<file path="src/rtl/par8_master.sv">
// Initiator for the 8-bit parallel bus: turns byte write/read commands into bus_clk cycles,
// owns bus_rnw and turns bus_data around before the direction changes.
module par8_master #(
  parameter int HALF_CYCLES = 8,
  parameter int TURN_CYCLES = 4
) (
  input  logic       clk,
  input  logic       reset_n,
  input  logic       cmd_valid,
  output logic       cmd_ready,
  input  logic       cmd_rnw,
  input  logic [7:0] cmd_wdata,
  output logic [7:0] rd_data,
  output logic       rd_valid,
  output logic       busy,
  output logic       bus_clk,
  output logic       bus_rnw,
  output logic [7:0] bus_data_out,
  output logic       bus_data_oe,
  input  logic [7:0] bus_data_in
);

  typedef enum logic [1:0] {
    IDLE  = 2'd0,
    TURN  = 2'd1,
    SETUP = 2'd2,
    HIGH  = 2'd3
  } state_t;

  localparam logic [7:0] HALF_LAST = 8'(HALF_CYCLES - 1);
  localparam logic [7:0] TURN_LAST = 8'(TURN_CYCLES - 1);

  state_t     state_r, state_s;
  logic [7:0] cnt_r, cnt_s;
  logic       bus_clk_r, bus_clk_s;
  logic       bus_rnw_r, bus_rnw_s;
  logic [7:0] data_out_r, data_out_s;
  logic       oe_r, oe_s;
  logic [7:0] rd_data_r, rd_data_s;
  logic       rd_valid_r, rd_valid_s;
  logic       ready_r, ready_s;
  logic       busy_r;
  logic       accept_s;

  // Next-state and next-output logic; every pin value is computed here and registered below.
  always_comb begin
    state_s    = state_r;
    cnt_s      = cnt_r + 8'd1;
    bus_clk_s  = bus_clk_r;
    bus_rnw_s  = bus_rnw_r;
    data_out_s = data_out_r;
    oe_s       = oe_r;
    rd_data_s  = rd_data_r;
    rd_valid_s = 1'b0;
    accept_s   = (state_r == IDLE) && cmd_valid && ready_r;

    case (state_r)
      IDLE: begin
        cnt_s     = 8'd0;
        bus_clk_s = 1'b0;
        if (accept_s) begin
          data_out_s = cmd_wdata;
          if (cmd_rnw == bus_rnw_r) begin
            oe_s    = ~cmd_rnw;
            state_s = SETUP;
          end else begin
            // Direction flips: release the bus and wait out the turnaround first.
            bus_rnw_s = cmd_rnw;
            oe_s      = 1'b0;
            state_s   = TURN;
          end
        end else begin
          state_s = IDLE;
        end
      end
      TURN: begin
        bus_clk_s = 1'b0;
        oe_s      = 1'b0;
        if (cnt_r == TURN_LAST) begin
          oe_s    = ~bus_rnw_r;
          cnt_s   = 8'd0;
          state_s = SETUP;
        end else begin
          state_s = TURN;
        end
      end
      SETUP: begin
        if (cnt_r == HALF_LAST) begin
          bus_clk_s = 1'b1;
          cnt_s     = 8'd0;
          state_s   = HIGH;
        end else begin
          bus_clk_s = 1'b0;
        end
      end
      HIGH: begin
        if (cnt_r == HALF_LAST) begin
          // Falling edge of bus_clk is also the read sample point.
          bus_clk_s = 1'b0;
          oe_s      = 1'b0;
          cnt_s     = 8'd0;
          state_s   = IDLE;
          if (bus_rnw_r) begin
            rd_data_s  = bus_data_in;
            rd_valid_s = 1'b1;
          end else begin
            rd_valid_s = 1'b0;
          end
        end else begin
          bus_clk_s = 1'b1;
        end
      end
      default: begin
        state_s   = IDLE;
        cnt_s     = 8'd0;
        bus_clk_s = 1'b0;
        oe_s      = 1'b0;
      end
    endcase

    ready_s = (state_s == IDLE);
  end

  // State, phase counter and registered outputs.
  always_ff @(posedge clk or negedge reset_n) begin
    if (!reset_n) begin
      state_r    <= IDLE;
      cnt_r      <= 8'd0;
      bus_clk_r  <= 1'b0;
      bus_rnw_r  <= 1'b0;
      data_out_r <= 8'd0;
      oe_r       <= 1'b0;
      rd_data_r  <= 8'd0;
      rd_valid_r <= 1'b0;
      ready_r    <= 1'b0;
      busy_r     <= 1'b1;
    end else begin
      state_r    <= state_s;
      cnt_r      <= cnt_s;
      bus_clk_r  <= bus_clk_s;
      bus_rnw_r  <= bus_rnw_s;
      data_out_r <= data_out_s;
      oe_r       <= oe_s;
      rd_data_r  <= rd_data_s;
      rd_valid_r <= rd_valid_s;
      ready_r    <= ready_s;
      busy_r     <= ~ready_s;
    end
  end

  assign cmd_ready    = ready_r;
  assign busy         = busy_r;
  assign rd_data      = rd_data_r;
  assign rd_valid     = rd_valid_r;
  assign bus_clk      = bus_clk_r;
  assign bus_rnw      = bus_rnw_r;
  assign bus_data_out = data_out_r;
  assign bus_data_oe  = oe_r;

endmodule

</file>
<file path="config.mk">
export PLATFORM = sky130hd
export DESIGN_NAME = par8_master
export DESIGN_NICKNAME = d
export VERILOG_FILES = /design/src/rtl/par8_master.sv
export SDC_FILE = /design/constraint.sdc
export NUM_CORES = 1
export LEC_CHECK = 0
export BUFFER_PORTS_ARGS = -buffer_cell sky130_fd_sc_hd__buf_2
export CAP_MARGIN = 30
export CORE_ASPECT_RATIO = 1.75
export CORE_UTILIZATION = 50
export CTS_BUF_LIST = sky130_fd_sc_hd__clkbuf_16
export CTS_CLUSTER_SIZE = 14
export DETAILED_ROUTE_END_ITERATION = 10
export GPL_TIMING_DRIVEN = 0
export PLACE_DENSITY = 0.77
export SKIP_LAST_GASP = 1
export SLEW_MARGIN = 20
export SYNTH_ARGS = -nofsm -noshare
export SYNTH_HDL_FRONTEND = slang
export SYNTH_SLANG_ARGS = --single-unit
</file>
<file path="constraint.sdc">
create_clock -name clk -period 2.5 [get_ports clk]
set_input_delay 0.25 -clock clk [delete_from_list [all_inputs] [get_ports clk]]
set_output_delay 0.25 -clock clk [all_outputs]
set_load 0.005 [all_outputs]
</file>
==> key figures <==
Outcome
  – Run status: finished clean

Hold path
  – Hold Crit Class: in -> async

Critical path
  – CP Max Fanout: 9
  – Setup crit end kind: flop
  – CP Cell Sequence: nor3_4 > nand4_4 > or3_1 > buf_6 > mux2_4
  – Startpoint Class: flop
  – Crit path buf inv count: 1
  – Critical Path Max Stage Delay: between 400 and 500 ps
  – CP Class: reg -> reg
  – Max stage delay cell, worst path: dfrtp_1
  – Arrival time worst endpoint: between 2000 and 2500 ps
  – Top cell family by delay on the critical path: simple AND/OR/NAND/NOR gates
  – Worst EP required: approximately 2700 ps

Placement
  – Dpl ws: ~590 ps
  – Detailed Place HPWL: around 1.9 mm
  – Final GP Congestion: approximately 0.83
  – Port Buf Inserts: between 40 and 50

STA
  – Fin Setup TNS: 0 ps
  – Fin crit period: roughly 1900 ps
  – Setup violators final: 0
  – Setup ws final: 580 ps
  – Clock Skews: 1.79 ps
  – Tightest Pin Transition: ~700 ps
  – Max-slew headroom: 0.547
  – Final period util: 0.768
  – Fmax: ~520 MHz
  – RSZ-0062 raised after global routing: false
  – Final hold vios: 0
  – Max Slew Vio Count: 0

Run
  – Max-Cap Viols: 0

Drt
  – Post-route DRC violation count: 0
  – DRT iter0 DRCs: 15
  – Initial DRT Pass Iterations: 4
  – Routed WL: 2.61 mm
  – Post-DR wirelength/cell: approximately 14 um
  – Vias after detailed routing: approximately 1000
  – Antenna viol nets, final: 0
  – Vias per cell: 5.51

Synth
  – Synth top area cells: dfrtp_1 54%, mux2_4 8.3%, mux2_2 6.2%
  – Syn Nets: 135
  – Syn Inst Count: around 110
  – Sequential area share after synthesis: 0.555
  – Netlist cell types: 30
  – Synth warn: 0
  – #FFs+latches synth: 32
  – Syn_area_per_cell: ~13 um^2
  – Cell area after synthesis: 0.00145 mm^2
  – Synth area leader: dfrtp_1
  – Synth top area share: 0.537

Layout
  – Diodes inserted: 0
  – FILL cells: roughly 210
  – Share of layout cells above drive strength 1: 0.432
  – Final net count: 183
  – Most common cell after layout, fill and taps aside: buf_2
  – Area growth syn-to-layout: 26.0%
  – Most frequent cells in the layout: 41 x buf_2, 31 x dfrtp_1, 11 x nor2_1

Floorplan
  – I/O pin count: between 40 and 50
  – Chip height: around 73 um
  – Die Footprint: ~0.0031 mm^2
  – Core area: 0.00272 mm^2
  – Die width: 42.6 um
  – Initial Utilization: 0.531
  – # rows: 25

CTS
  – Clk sinks: 32
  – Clk Latency, worst-skew pair: 270 ps
  – Bufs on Longest Clock Path: 2
  – Clock-pin slew on the worst setup and hold paths: about 50 ps
  – Post_cts resized: 0
  – CTS tree: yes
  – Cts bufs inserted: 5
  – Setup bufs post-CTS: 0
  – Root buf cell: clkbuf_16
  – Htree depth: 2
  – # hold bufs at CTS: 0

Global route
  – Largest net degree at the start of global routing: 33
  – Vias in the first global route: around 1100
  – Initial antenna violation count: 0
  – GR Overflow Total: 0
  – Gr usage total: 0.200
  – First-pass GRT wire length: 4.51 mm

Pwr
  – P_sw: around 660 uW
  – IR drop worst, VDD: between 0.0007 and 0.0008 V
  – Power Internal: ~1500 uW
  – Clk pwr share: 0.252
  – Flop pwr share: 0.394
  – Combinational fraction of design power: 0.355
  – Leak pwr: approximately 0.00093 uW
  – Sw Ratio: 0.302
  – Pwr per Cell Area: between 1000 and 1500 mW/mm^2
[cell families (layout without fill, tap and decap cells)]
kind of cell | after synthesis | after routing | synth area share
AOI/OAI and AO/OA | 11 | 11 | 0.0528
xor gates and xnor gates | 8 | 8 | 0.0485
adders and majority gates | 2 | 2 | 0.0173
buffers and inverters | 8 | 57 | 0.0312
DFF | 32 | 32 | 0.555
muxes | 17 | 17 | 0.152
and+or+nand+nor | 35 | 35 | 0.143
[metal layers]
layer,GRT usage,up-vias,share of wire
li1,-,490,-
met1,0.180,502,0.35
met2,0.357,42,0.56
met3,0.0866,8,0.066
met4,0.118,0,0.031
met5,0,-,0
[cells in the mapped netlist]
cell type  number
mux2_4          8
nand2_1         5
a32oi_1         1
o21ai_0         2
nand3b_1        1
buf_6           2
xnor2_1         5
nor3_4          1
and2_1          2
and3_1          3
nor3_2          1
or3_1           1
a2bb2oi_1       3
nand3_1         5
nand4_4         1
nor2_1         11
a41oi_1         1
nand4b_1        1
and3_2          2
dfrtp_1        31
a21oi_1         3
o21a_1          1
ha_1            2
xor2_1          3
mux2_2          8
nor3_1          1
mux2i_1         1
dfstp_2         1
inv_1           4
clkbuf_1        2
[layout make-up]
class	instances	area, um^2	share of cell area
well taps	27	33.8	0.0186
plain buffers	4	30.0	0.0165
inverters	4	15.0	0.00825
clock buffers	5	125	0.0687
flip-flops and latches	32	802	0.441
repair buffers	41	205	0.113
multi-input cells	73	598	0.329
clock inverters	3	11.3	0.00619
[through the flow]
step	power (uW)	utilization	hold slack (ps)	cells	instance area (um^2)
detailed placement	1660	0.619	330	181	1680
global route	2340	0.669	85.3	189	1820
CTS	2230	0.669	37.7	189	1820
finish	2190	0.669	15.1	189	1820
global placement	1610	0.619	313	181	1680
floorplan	1370	-	-45.6	113	1450
[power groups by stage]
stage | logic, uW | clock network, uW | registers, uW
after floorplan | 492 | 0 | 877
final | 777 | 551 | 862
after CTS | 792 | 570 | 866
after global placement | 758 | 0 | 852
after global routing | 859 | 592 | 887
after detailed placement | 783 | 0 | 872
[registers in the layout, summed over array words and instances (netlist names)]
signal / cells
bus_data_out: 8
rd_data: 8
bus_clk: 1
rd_valid: 1
bus_data_oe: 1
bus_rnw: 1
cmd_ready: 1
busy: 1
cnt_r: 8
state_r: 2
[final timing paths]
kind	startpoint	endpoint	slack, ps	cells after the start
min reg2reg	cnt_r[0]	cnt_r[0]	470	1
max	cnt_r[3]	rd_data[7]	580	5
max reg2reg	cnt_r[3]	rd_data[7]	580	5
max in group asynchronous	reset_n	cnt_r[4]	2050	1
min	reset_n	bus_rnw	20	1
min in group clk	cmd_wdata[2]	bus_data_out[2]	210	2
Note: power is estimated with default switching activity, not from simulation.
